--- config.mk ---
export PLATFORM = sky130hd
export DESIGN_NAME = digit_scan_ctrl
export DESIGN_NICKNAME = d
export VERILOG_FILES = /design/src/rtl/digit_scan_pkg.sv /design/src/rtl/slot_timer.sv /design/src/rtl/digit_scan_ctrl.sv
export SDC_FILE = /design/constraint.sdc
export NUM_CORES = 1
export LEC_CHECK = 0
export CORE_ASPECT_RATIO = 0.7
export CORE_MARGIN = 2
export CORE_UTILIZATION = 40
export CTS_CLUSTER_SIZE = 20
export DETAILED_ROUTE_END_ITERATION = 16
export GPL_TIMING_DRIVEN = 0
export PLACE_DENSITY_LB_ADDON = 0.25
export SYNTH_ARGS = -nofsm -noshare
export SYNTH_HDL_FRONTEND = slang
export SYNTH_SLANG_ARGS = --single-unit
--- constraint.sdc ---
create_clock -name clk -period 5.8 [get_ports clk]
set_input_delay 0.58 -clock clk [delete_from_list [all_inputs] [get_ports clk]]
set_output_delay 0.58 -clock clk [all_outputs]
set_load 0.01 [all_outputs]
--- src/rtl/digit_scan_pkg.sv ---
// Shared types and constants for the four-digit multiplexed display scanner.
// Latency: n/a (declarations only).
// Backpressure: n/a.
package digit_scan_pkg;

  localparam int NUM_DIGITS = 4;
  localparam int DIGIT_W    = 4;

  typedef enum logic [1:0] {
    IDLE  = 2'd0,
    BLANK = 2'd1,
    ON    = 2'd2
  } state_t;

  // BCD nibble of digit idx out of the packed four-digit word.
  function automatic logic [DIGIT_W-1:0] nibble_of(input logic [15:0] word,
                                                   input logic [1:0]  idx);
    return word[{idx, 2'b00} +: DIGIT_W];
  endfunction

endpackage

--- src/rtl/slot_timer.sv ---
// Loadable down-counter timing the BLANK and ON slots; tc flags a zero count.
// Latency: load takes effect on the next edge; tc is decoded from the count register.
// Backpressure: none; counts every cycle it is not loaded, holds at zero.
module slot_timer #(
  parameter int W = 8
) (
  input  logic         clk,
  input  logic         reset,
  input  logic         load,
  input  logic [W-1:0] load_val,
  output logic         tc
);

  logic [W-1:0] cnt_q;

  // A load always wins; otherwise count down and park at zero.
  always_ff @(posedge clk or posedge reset) begin
    if (reset)
      cnt_q <= '0;
    else if (load)
      cnt_q <= load_val;
    else if (cnt_q != '0)
      cnt_q <= cnt_q - 1'b1;
  end

  assign tc = (cnt_q == '0);

endmodule

--- src/rtl/digit_scan_ctrl.sv ---
// Scans four BCD digits onto a 2-to-4 decoder with dead time between digits; optional leading-zero blanking under DIGIT_SCAN_LZB_EN.
// Latency: all outputs registered; first lit digit BLANK_CYCLES+1 cycles after run rises.
// Backpressure: none; run low returns to IDLE on the next edge.
module digit_scan_ctrl
  import digit_scan_pkg::*;
#(
  parameter int PRESCALE     = 1000,
  parameter int BLANK_CYCLES = 16
) (
  input  logic        clk,
  input  logic        reset,
  input  logic        run,
  input  logic [15:0] digits,
  input  logic [3:0]  digit_en,
  output logic        A,
  output logic        B,
  output logic        en,
  output logic [3:0]  nibble,
  output logic        frame_done
);

  // Counter must hold the larger of the two slot lengths without wrapping.
  localparam int MAXV = (PRESCALE > BLANK_CYCLES) ? PRESCALE : BLANK_CYCLES;
  localparam int CW   = $clog2(MAXV + 1);
  localparam logic [CW-1:0] ON_LOAD    = CW'(PRESCALE - 1);
  localparam logic [CW-1:0] BLANK_LOAD = (BLANK_CYCLES > 0) ? CW'(BLANK_CYCLES - 1) : '0;

  state_t          state_q, state_n;
  logic [1:0]      idx_q, idx_n;
  logic [15:0]     snap_q, snap_n;
  logic [3:0]      mask_q, mask_n;
  logic            en_n, fd_n, lit;
  logic [3:0]      nib_n;
  logic            load, tc;
  logic [CW-1:0]   load_val;

`ifdef DIGIT_SCAN_LZB_EN
  // True when digit i and every digit above it are zero; digit 0 always shows.
  function automatic logic lead_zero(input logic [15:0] snap, input logic [1:0] i);
    return (i != 2'd0) && ((snap >> {i, 2'b00}) == 16'h0000);
  endfunction
`endif

  slot_timer #(.W(CW)) u_timer (
    .clk      (clk),
    .reset    (reset),
    .load     (load),
    .load_val (load_val),
    .tc       (tc)
  );

  // Next-state, slot loading and next registered outputs.
  always_comb begin
    state_n  = state_q;
    idx_n    = idx_q;
    snap_n   = snap_q;
    mask_n   = mask_q;
    load     = 1'b0;
    load_val = '0;
    fd_n     = 1'b0;
    if (!run) begin
      state_n = IDLE;
      idx_n   = 2'd0;
      load    = 1'b1;
    end else begin
      case (state_q)
        IDLE: begin
          idx_n  = 2'd0;
          snap_n = digits;
          mask_n = digit_en;
          load   = 1'b1;
          if (BLANK_CYCLES > 0) begin
            state_n  = BLANK;
            load_val = BLANK_LOAD;
          end else begin
            state_n  = ON;
            load_val = ON_LOAD;
          end
        end
        BLANK: begin
          if (tc) begin
            state_n  = ON;
            load     = 1'b1;
            load_val = ON_LOAD;
          end
        end
        ON: begin
          if (tc) begin
            idx_n = idx_q + 2'd1;
            fd_n  = (idx_q == 2'd3);
            load  = 1'b1;
            // New frame: freeze the digits and mask for all four slots.
            if (idx_n == 2'd0) begin
              snap_n = digits;
              mask_n = digit_en;
            end
            if (BLANK_CYCLES > 0) begin
              state_n  = BLANK;
              load_val = BLANK_LOAD;
            end else begin
              state_n  = ON;
              load_val = ON_LOAD;
            end
          end
        end
        default: begin
          state_n = IDLE;
          idx_n   = 2'd0;
          load    = 1'b1;
        end
      endcase
    end
    // Select and nibble move together; en is only raised in ON.
    nib_n = nibble_of(snap_n, idx_n);
    lit   = mask_n[idx_n];
`ifdef DIGIT_SCAN_LZB_EN
    if (lead_zero(snap_n, idx_n))
      lit = 1'b0;
`endif
    en_n  = (state_n == ON) && lit;
  end

  // State, frame snapshot and output registers.
  always_ff @(posedge clk or posedge reset) begin
    if (reset) begin
      state_q    <= IDLE;
      idx_q      <= 2'd0;
      snap_q     <= '0;
      mask_q     <= '0;
      en         <= 1'b0;
      nibble     <= '0;
      frame_done <= 1'b0;
    end else begin
      state_q    <= state_n;
      idx_q      <= idx_n;
      snap_q     <= snap_n;
      mask_q     <= mask_n;
      en         <= en_n;
      nibble     <= nib_n;
      frame_done <= fd_n;
    end
  end

  assign A = idx_q[1];
  assign B = idx_q[0];

endmodule

==> results.json <==
{
  "outcome": "finished, final reports clean",
  "cts_tree": "yes",
  "cp_max_fo": 7,
  "dpl_worst_slack_ns": 3.13,
  "finalSetupViolations": 0,
  "worst_setup_path_startpoint": "u_timer.cnt_q[0]$_DFFE_PP0P_",
  "timing_worst_slew_pin_value_ns": 0.822,
  "synth_sequential_area_ratio": 0.486,
  "cts_hold_repair.buffers": 0,
  "postLayoutSetupSlackWorst_ns": 3.11,
  "cts.repair.resized": 0,
  "cts_made_buffers": 5,
  "global_route.usage.total": 0.165,
  "cts_max_level": 2,
  "final-hold-violation-count": 0,
  "gr-usage-met3": 0.0436,
  "globalRouteOverflowTotal": 0,
  "start_kind": "register",
  "drt_first_pass_iters": 4,
  "route.antenna.remaining_nets": 0,
  "ios": 31,
  "timing.hold.worst.class": "reg2reg",
  "power.ir.vdd_worst_mv": 0.225,
  "worst-r2r-cell-count": 9,
  "async_flop_share": 1.00,
  "initialDrtViolationCount": 38,
  "drv.max_cap_violation_count": 0,
  "grt.busiest_layer": "met1",
  "gr-usage-met1": 0.250,
  "routed_wl_mm": 4.26,
  "areaGrowthSynthToFinish_pct": 24.2,
  "period_needed_ns": 2.69,
  "synth_edf_count": 0,
  "design_area_um2": 2560,
  "power.density_nw_per_um2": 461,
  "grt_pass1_wl_mm": 7.59,
  "synth_fp_nets": 240,
  "worst-setup-path-type": "reg2reg",
  "timing.hold.worst.start": "u_timer.cnt_q[0]$_DFFE_PP0P_",
  "yosysWarnings": 0,
  "cts.sink_count": 40,
  "setup.worst_path.end_class": "register",
  "die_width_um": 89.8,
  "syn_std_cell_area_um2": 2060,
  "synthDistinctLibCells": 43,
  "most-common-layout-cells": "sky130_fd_sc_hd__dfrtp_1, sky130_fd_sc_hd__a21oi_1, sky130_fd_sc_hd__clkdlybuf4s50_1",
  "clockBufferDepth": 2,
  "final-max-slew-violation-count": 0,
  "seq_cells_post_synth": 40,
  "initial_core_util": 0.424,
  "setup_repair_after_global_routing_missed_its_margin": "false",
  "fill_cells": 446,
  "antenna_cells": 0,
  "row_count": 21,
  "leakage_nw": 1.16,
  "avgRoutedWirePerCell_um": 13.5,
  "post_drt_via_cell_ratio": 5.05,
  "root_buffer": "sky130_fd_sc_hd__clkbuf_8",
  "fp.dieArea_um2": 5750,
  "vias": 1595,
  "syn_inst": 210,
  "worst_clock_skew_ns": 0.0105,
  "antenna_violations_before_repair": 0,
  "worst-endpoint-arrival_ns": 2.86,
  "fmaxAchievable_ghz": 0.372,
  "worst_setup_hold_path_clk_slew_ns": 0.07,
  "worst_hold_path.num_cells": 1,
  "die-height_um": 64.1,
  "synthesis.area_per_instance_um2": 9.81,
  "most_common_cell_after_layout_fill_and_taps_aside": "sky130_fd_sc_hd__dfrtp_1",
  "vias_in_the_first_global_route": 1592,
  "min_delay_endpoint": "u_timer.cnt_q[0]$_DFFE_PP0P_",
  "port_buffers": 29,
  "most_instantiated_flip_flop_cell_in_the_synthesis_netlist": "sky130_fd_sc_hd__dfrtp_1",
  "design.final.nets": 276,
  "rrSetupSlack_ns": 3.11,
  "max-slew-margin-rel": 0.451,
  "fin_setup_tns_ns": 0,
  "dpl.hpwl_mm": 3.06,
  "setup_fix_bufs_post_cts": 0,
  "regArea_um2": 1000,
  "detail_route.drc_violations": 0,
  "place_area_um2": 2440,
  "grt_start_max_net_pins": 41,
  "worstReg2RegStart": "u_timer.cnt_q[0]$_DFFE_PP0P_",
  "regToRegEndpoint": "en$_DFF_PP0_",
  "final.period_utilization": 0.463,
  "post_route_cells_drive_above_1_share": 0.0810,
  "groute.layer.met2.usage": 0.230,
  "latest_clock_arrival_within_the_worst_skew_pair_ns": 0.29,
  "gp_congestion": 0.809,
  "coreArea_um2": 4860,
  "cp_data_required_time_ns": 5.98,
  "multi_input_comb_area_um2": 896
}
layout make-up:
class | instances | area share
multi-input cells | 129 | 0.350
repair buffers | 29 | 0.113
well taps | 69 | 0.0337
clock buffers | 6 | 0.0323
inverters | 31 | 0.0455
flip-flops and latches | 40 | 0.391
plain buffers | 10 | 0.0186
clock inverters | 2 | 0.0152
report_power, final:
group / switching [W] / total (W) / leakage (nW) / internal, W
clock: 0.0000984 / 0.000239 / 0.0614 / 0.000141
combinational: 0.000278 / 0.000489 / 0.598 / 0.000211
sequential: 0.0000586 / 0.000452 / 0.501 / 0.000394
worst max path at each step:
stage	to
2_1_floorplan	en$_DFF_PP0_
3_3_place_gp	nibble[3]$_DFF_PP0_
3_5_place_dp	en$_DFF_PP0_
4_1_cts	en$_DFF_PP0_
5_1_grt	en$_DFF_PP0_
6_report	en$_DFF_PP0_
per-layer routing:
metal,vias up,wire [um],part of all wire
met5,-,0,0
met3,2,207,0.049
met4,0,24,0.0056
li1,794,-,-
met1,768,2330,0.55
met2,31,1700,0.40
state kept, by name (all words and copies together) (netlist names):
signal,count
frame_done,1
snap_q,16
state_q,2
en,1
idx_q,2
mask_q,4
u_timer.cnt_q,10
nibble,4
logic make-up after synthesis:
kind of cell	after synthesis	share of synthesized area
simple gates	37	0.0996
xor+xnor	8	0.0340
mux	16	0.0777
flops	40	0.486
compound gates	61	0.181
fa+ha+maj	7	0.0425
buf+inv	41	0.0795
through the flow:
stage / hold slack [ns] / power (W) / std cells / utilization
after floorplan: 0.469 / 0.000804 / 210 / -
after global placement: 0.496 / 0.000933 / 308 / 0.501
after detailed placement: 0.495 / 0.000942 / 308 / 0.501
after CTS: 0.510 / 0.00119 / 316 / 0.526
after global routing: 0.529 / 0.00128 / 316 / 0.526
final: 0.517 / 0.00118 / 316 / 0.526
cell usage after synthesis (2+ instances only):
| library cell | instances | share of area |
|---|---|---|
| sky130_fd_sc_hd__and4_1 | 2 | 0.0085 |
| sky130_fd_sc_hd__clkbuf_1 | 3 | 0.0055 |
| sky130_fd_sc_hd__inv_1 | 29 | 0.053 |
| sky130_fd_sc_hd__nor3_1 | 2 | 0.0049 |
| sky130_fd_sc_hd__xnor2_1 | 7 | 0.030 |
| sky130_fd_sc_hd__o21ai_0 | 11 | 0.027 |
| sky130_fd_sc_hd__nand2b_1 | 3 | 0.0091 |
| sky130_fd_sc_hd__a21oi_1 | 34 | 0.083 |
| sky130_fd_sc_hd__nor4_1 | 2 | 0.0061 |
| sky130_fd_sc_hd__ha_1 | 7 | 0.042 |
| sky130_fd_sc_hd__dfrtp_1 | 40 | 0.49 |
| sky130_fd_sc_hd__o22ai_1 | 4 | 0.012 |
| sky130_fd_sc_hd__buf_2 | 5 | 0.012 |
| sky130_fd_sc_hd__nand2_1 | 10 | 0.018 |
| sky130_fd_sc_hd__nor2_1 | 7 | 0.013 |
| sky130_fd_sc_hd__mux2i_1 | 16 | 0.078 |
| sky130_fd_sc_hd__or3_1 | 2 | 0.0061 |
worst max-delay path: stages (launching register included):
cell                        delay, ns
sky130_fd_sc_hd__dfrtp_1         0.40
sky130_fd_sc_hd__inv_1           0.06
sky130_fd_sc_hd__ha_1            0.19
sky130_fd_sc_hd__or4b_1          0.45
sky130_fd_sc_hd__buf_2           0.19
sky130_fd_sc_hd__a32o_1          0.24
sky130_fd_sc_hd__a211oi_4        0.38
sky130_fd_sc_hd__mux2i_1         0.22
sky130_fd_sc_hd__a21oi_1         0.10
sky130_fd_sc_hd__a2111oi_2       0.34
No activity file was read; power rests on OpenSTA's default activity.
